$ cat config.mk
export PLATFORM = sky130hd
export DESIGN_NAME = instr_loader
export DESIGN_NICKNAME = d
export VERILOG_FILES = /design/src/rtl/instr_loader.sv
export SDC_FILE = /design/constraint.sdc
export NUM_CORES = 1
export LEC_CHECK = 0
export BUFFER_PORTS_ARGS = -buffer_cell sky130_fd_sc_hd__buf_4
export CORE_UTILIZATION = 50
export DETAILED_ROUTE_END_ITERATION = 7
export MAX_ROUTING_LAYER = met4
export PLACE_DENSITY = 0.79
export SYNTH_ARGS = -nofsm -noshare
export SYNTH_HDL_FRONTEND = slang
export SYNTH_SLANG_ARGS = --single-unit
export TNS_END_PERCENT = 20
$ cat constraint.sdc
create_clock -name clk -period 3.5 [get_ports clk]
set_clock_uncertainty 0.1 [all_clocks]
set_input_delay 0 -clock clk [delete_from_list [all_inputs] [get_ports clk]]
set_output_delay 0 -clock clk [all_outputs]
set_load 0.03 [all_outputs]
$ cat src/rtl/instr_loader.sv
// instr_loader: boot-time program loader driving the instruction memory IO port.
// Takes a length-prefixed, little-endian byte stream (4-byte word count, then
// the words), writes each assembled word to consecutive addresses starting
// at BASE_ADDR, and reports ACK/NAK with one status byte on the UART TX side.
//
// Handshakes: rx_valid is a one-cycle pulse and rx_data is sampled only on
// that cycle, with no backpressure toward the receiver. tx_valid rises with
// tx_data and both hold steady until a cycle with tx_ready=1, which completes
// the transfer.
module instr_loader #(
  parameter logic [31:0] BASE_ADDR = 32'h0000_0000,
  parameter int          MAX_WORDS = 32768,
  parameter logic [7:0]  ACK_BYTE  = 8'hAA,
  parameter logic [7:0]  NAK_BYTE  = 8'h55
) (
  input  logic        clk,
  input  logic        rst,
  input  logic        start,
  input  logic [7:0]  rx_data,
  input  logic        rx_valid,
  output logic [7:0]  tx_data,
  output logic        tx_valid,
  input  logic        tx_ready,
  output logic        io_sel,
  output logic        we,
  output logic [31:0] addr_io,
  output logic [31:0] din,
  output logic        busy,
  output logic        done,
  output logic        err,
  output logic [2:0]  state_dbg
);

  // The word index is one bit wider than the index range. That lets it
  // reach MAX_WORDS after the last write of a full-size image.
  localparam int IW = $clog2(MAX_WORDS) + 1;

  typedef enum logic [2:0] {IDLE, LEN, DATA, RESP, FIN} state_t;

  state_t        state;
  logic [1:0]    byte_cnt;
  logic [IW-1:0] word_idx;
  logic [31:0]   len;
  logic [23:0]   word_buf;
  logic          ack_path;

  logic [31:0] len_next;
  logic [31:0] word_idx_ext;

  assign len_next     = {rx_data, len[31:8]};
  assign word_idx_ext = 32'(word_idx);
  assign state_dbg    = state;

  // Main FSM: all outputs are registered here.
  always_ff @(posedge clk) begin
    if (rst) begin
      state    <= IDLE;
      byte_cnt <= 2'd0;
      word_idx <= '0;
      len      <= 32'd0;
      word_buf <= 24'd0;
      ack_path <= 1'b0;
      io_sel   <= 1'b0;
      we       <= 1'b0;
      busy     <= 1'b0;
      done     <= 1'b0;
      err      <= 1'b0;
      tx_valid <= 1'b0;
      tx_data  <= 8'd0;
      addr_io  <= BASE_ADDR;
      din      <= 32'd0;
    end else begin
      we <= 1'b0;
      case (state)
        IDLE: begin
          if (start) begin
            state    <= LEN;
            busy     <= 1'b1;
            io_sel   <= 1'b1;
            done     <= 1'b0;
            err      <= 1'b0;
            byte_cnt <= 2'd0;
            word_idx <= '0;
            len      <= 32'd0;
            word_buf <= 24'd0;
          end
        end
        LEN: begin
          if (rx_valid) begin
            len      <= len_next;
            byte_cnt <= byte_cnt + 2'd1;
            if (byte_cnt == 2'd3) begin
              if (len_next == 32'd0) begin
                state    <= RESP;
                tx_valid <= 1'b1;
                tx_data  <= ACK_BYTE;
                ack_path <= 1'b1;
              end else if (len_next > 32'(MAX_WORDS)) begin
                state    <= RESP;
                tx_valid <= 1'b1;
                tx_data  <= NAK_BYTE;
                ack_path <= 1'b0;
              end else begin
                state <= DATA;
              end
            end
          end
        end
        DATA: begin
          // The write cycle of the last word closes the load. Any other
          // write cycle still accepts a byte for the next word.
          if (we && word_idx_ext == len) begin
            state    <= RESP;
            tx_valid <= 1'b1;
            tx_data  <= ACK_BYTE;
            ack_path <= 1'b1;
          end else if (rx_valid) begin
            byte_cnt <= byte_cnt + 2'd1;
            case (byte_cnt)
              2'd0: word_buf[7:0]   <= rx_data;
              2'd1: word_buf[15:8]  <= rx_data;
              2'd2: word_buf[23:16] <= rx_data;
              default: begin
                we       <= 1'b1;
                din      <= {rx_data, word_buf};
                addr_io  <= BASE_ADDR + (word_idx_ext << 2);
                word_idx <= word_idx + IW'(1);
              end
            endcase
          end
        end
        RESP: begin
          if (tx_ready) begin
            state    <= FIN;
            tx_valid <= 1'b0;
            io_sel   <= 1'b0;
            busy     <= 1'b0;
            done     <= ack_path;
            err      <= ~ack_path;
          end
        end
        default: begin
          state <= IDLE;
        end
      endcase
    end
  end

endmodule

==> results.md <==
| Result | Value |
|---|---|
| Final count of pins violating max slew | 0 |
| Cell area after technology mapping | 5454 sq um |
| Required time of the critical path | 3.84 ns |
| Power per cell area | 508.1 nW/um^2 |
| Crit-path cells | or4_1 -> nor2_1 -> nand4_1 -> or4_1 -> nand2_1 -> buf_12 -> nand2_1 -> a21oi_1 |
| Final count of negative-setup-slack endpoints | 0 |
| Core region area | 10,460 sq um |
| Crit. End Element | register |
| Yosys synthesis warning count | 0 |
| Filler cell count | 879 |
| Number of resized instances in the post-cts repair step | 0 |
| Leakage power of the design | 2.791 nW |
| Leading cell types in the layout, fill and taps excluded | sky130_fd_sc_hd__nand2_1 (151), sky130_fd_sc_hd__dfxtp_1 (133), sky130_fd_sc_hd__buf_4 (81), sky130_fd_sc_hd__a21oi_1 (62), sky130_fd_sc_hd__nor2_1 (50) |
| Post-CTS clock slew at the launch and capture registers of the worst setup and hold paths | 0.06 ns |
| Wirelength per Cell | 15.36 microns |
| Destination of the worst register-to-register timing path | din[25] |
| Number of DRC markers in iteration 0 | 273 |
| Via/cell ratio | 5.572 |
| Total Power | 0.003383 W |
| Number of buffers added to fix hold violations after cts | 12 |
| Synthesized flop and latch total | 133 |
| Count of input and output buffers | 77 |
| Hold Path Stages | 4 |
| Total setup buffers inserted after CTS | 0 |
| Setup CP Type | register to register |
| Gpl congestion | 0.8448 |
| Instance area at placement | 5958 sq um |
| Antenna cell count | 0 |
| Post-detailed-route DRC marker count | 0 |
| Final HPWL DP | 8574 microns |
| Arrival time worst endpoint | 3.34 ns |
| Area growth from synthesis to final layout | 22.07% |
| Wire length of the first global-routing pass | 21,130 microns |
| Cell type group with the largest total delay on the critical path | simple AND/OR/NAND/NOR gates |
| Share of the yosys chip area belonging to registers | 0.4882 |
| Antenna Nets Post-Route | 0 |
| Number of cells produced by synthesis | 646 |
| Clock buffers created by TritonCTS | 17 |
| Highest attainable clock frequency | 0.3333 GHz |
| Area of the die | 11,330 sq um |
| Starting density of the core | 0.5213 |
| Register-to-Register Path Depth | 8 |
| Leading cell type in the layout, fill and taps excluded | sky130_fd_sc_hd__nand2_1 |
| Class of the tightest hold or removal check | input port to register |
| Critical-path maximum fanout | 40 |
| Die Y | 106.4 microns |
| Hold slack | 0.2113 ns |
| Post-route clock period utilization | 0.8573 |
| Synth cell types | 42 |
| RSZ-0062 raised after global routing | no |
| Sink of the worst hold path | din[27] |
| I/O pin cnt | 94 |
| Ratio of cells with drive above 1 in the final layout | 0.1692 |
| Number of antenna violations at the first check in global routing | 0 |
| Largest net degree at the start of global routing | 98 |
| Via count of the first global-routing pass | 4,358 |
| Number of iterations in the first detailed-routing pass | 5 |
| Setup TNS after final layout | 0 ns |
| Crit path largest cell delay | 0.59 ns |
| Average footprint of a synthesized cell | 8.443 sq um |
| Standard-cell row count | 37 |
| Largest voltage drop on the vdd net | 0.2474 mV |
| Worst-skew pair later-pin latency | 0.52 ns |
| Cell chosen for the clock root | sky130_fd_sc_hd__clkbuf_8 |
| Shortest period the worst path allows | 3.001 ns |
| Nets | 726 |
| Hold path startpoint | rx_data[3] |
| Remaining global-route overflow | 0 |
| Measured slew at the worst slew-check pin | 1.010 ns |
| Run status | complete, no violations |
| Max-cap violation count | 0 |
| Total wire length after detailed routing | 13,160 microns |
| Number of H-tree levels | 4 |
| Post-Layout Inst Area | 6658 sq um |
| Via count | 4,775 |
| Register-to-register setup slack | 0.50 ns |
| Buffers and inverters on the worst path | 1 |
| CTS tree | yes |
| Normalized max-slew margin | 0.3264 |
| Slowest cell on crit path | sky130_fd_sc_hd__or4_1 |
| Total Routing Usage GR | 0.2444 |
| Buffers from clock root to sink, at most | 2 |
| Element type at the critical path start | register |
| Hold violation total from the final report | 0 |
| Origin of the critical flop-to-flop path | len[27] |
| Horizontal die dimension | 106.4 microns |
| TritonCTS Sinks | 133 |
## report_power, final
part | switching (W) | total [W] | internal (W)
clock network | 0.000674 | 0.00171 | 0.00104
registers | 0.00000751 | 0.00153 | 0.00152
logic | 0.000102 | 0.000143 | 0.0000412
## cells in the mapped netlist (all sizes together)
master	instances	area, sq um
nand2b	3	18.77
mux2i	25	250.2
ha	5	62.56
nor2b	3	18.77
and3	6	42.54
buf	33	227.7
a211o	2	17.52
inv	7	26.28
nor4	7	43.79
nand2	154	585.6
dfxtp	133	2663
a41o	1	10.01
o31ai	2	15.01
or4	10	75.07
xor2	16	140.1
o2111ai	1	8.760
nor2	50	187.7
or3	5	31.28
o21ai	6	30.03
o21a	2	15.01
a211oi	2	15.01
a22oi	32	240.2
and2	5	31.28
nand3	6	30.03
a31o	1	8.760
o211ai	5	37.54
a31oi	3	18.77
o41ai	1	8.760
or2	1	6.260
nor3	8	40.04
conb	1	3.750
xnor2	4	35.03
nand4	9	56.30
a2111oi	1	8.760
a21oi	62	310.3
clkbuf	33	123.9
o21ba	1	10.01
## flip-flops by register name (all words and copies together) (netlist names), 2 cells and up
register / count
tx_data: 2
din: 32
state_dbg: 3
word_buf: 24
word_idx: 16
addr_io: 16
byte_cnt: 2
len: 32
## kinds of logic after synthesis
logic type               synth area share
AO/OA/AOI/OAI                      0.1383
XOR/XNOR                          0.03212
adder cells (fa/ha/maj)           0.01147
buffers and inverters             0.06928
flip-flops                         0.4882
multiplexers                      0.04588
other                           0.0006876
AND/OR/NAND/NOR                    0.2140
## how the worst max path moves through the flow
| stage | start | end | slack [ns] | depth (start not counted) |
|---|---|---|---|---|
| finish | len[27] | din[25] | 0.50 | 8 |
| global placement | len[27] | addr_io[2] | 0.63 | 8 |
| detailed placement | len[27] | din[11] | 0.55 | 8 |
| global route | word_idx[0] | addr_io[2] | 0.26 | 8 |
| CTS | len[27] | din[25] | 0.50 | 8 |
| floorplan | len[27] | byte_cnt[0] | 1.03 | 9 |
## tightest hold or removal path, delay by kind of cell
family | cells | cell delay, ns
compound gates | 1 | 0.05
simple gates | 1 | 0.05
buf+inv | 2 | 0.68
## through the flow
step | util | setup slack (ns) | std cells
2_1_floorplan | - | 1.031 | 661
3_3_place_gp | 0.5695 | 0.6342 | 813
3_5_place_dp | 0.5695 | 0.5489 | 813
4_1_cts | 0.6363 | 0.4971 | 857
5_1_grt | 0.6363 | 0.2555 | 857
6_report | 0.6363 | 0.4994 | 857
## per-layer routing
layer / up-vias / wire length, microns / global-route usage
li1: 2299 / - / -
met1: 2246 / 5975 / 0.3228
met2: 203 / 6154 / 0.3752
met3: 27 / 807 / 0.04292
met4: 0 / 224 / 0.09198
met5: - / 0 / -
## final cells by class
cell class / count / area, sq um / area share
Sequential cell: 133 / 2663 / 0.3999
Timing Repair Buffer: 94 / 748.2 / 0.1124
Clock buffer: 18 / 427.9 / 0.06427
Inverter: 7 / 26.28 / 0.003947
Tap cell: 136 / 170.2 / 0.02556
Clock inverter: 14 / 151.4 / 0.02274
Multi-Input combinational cell: 455 / 2471 / 0.3712
Note: power is estimated with default switching activity, not from simulation.
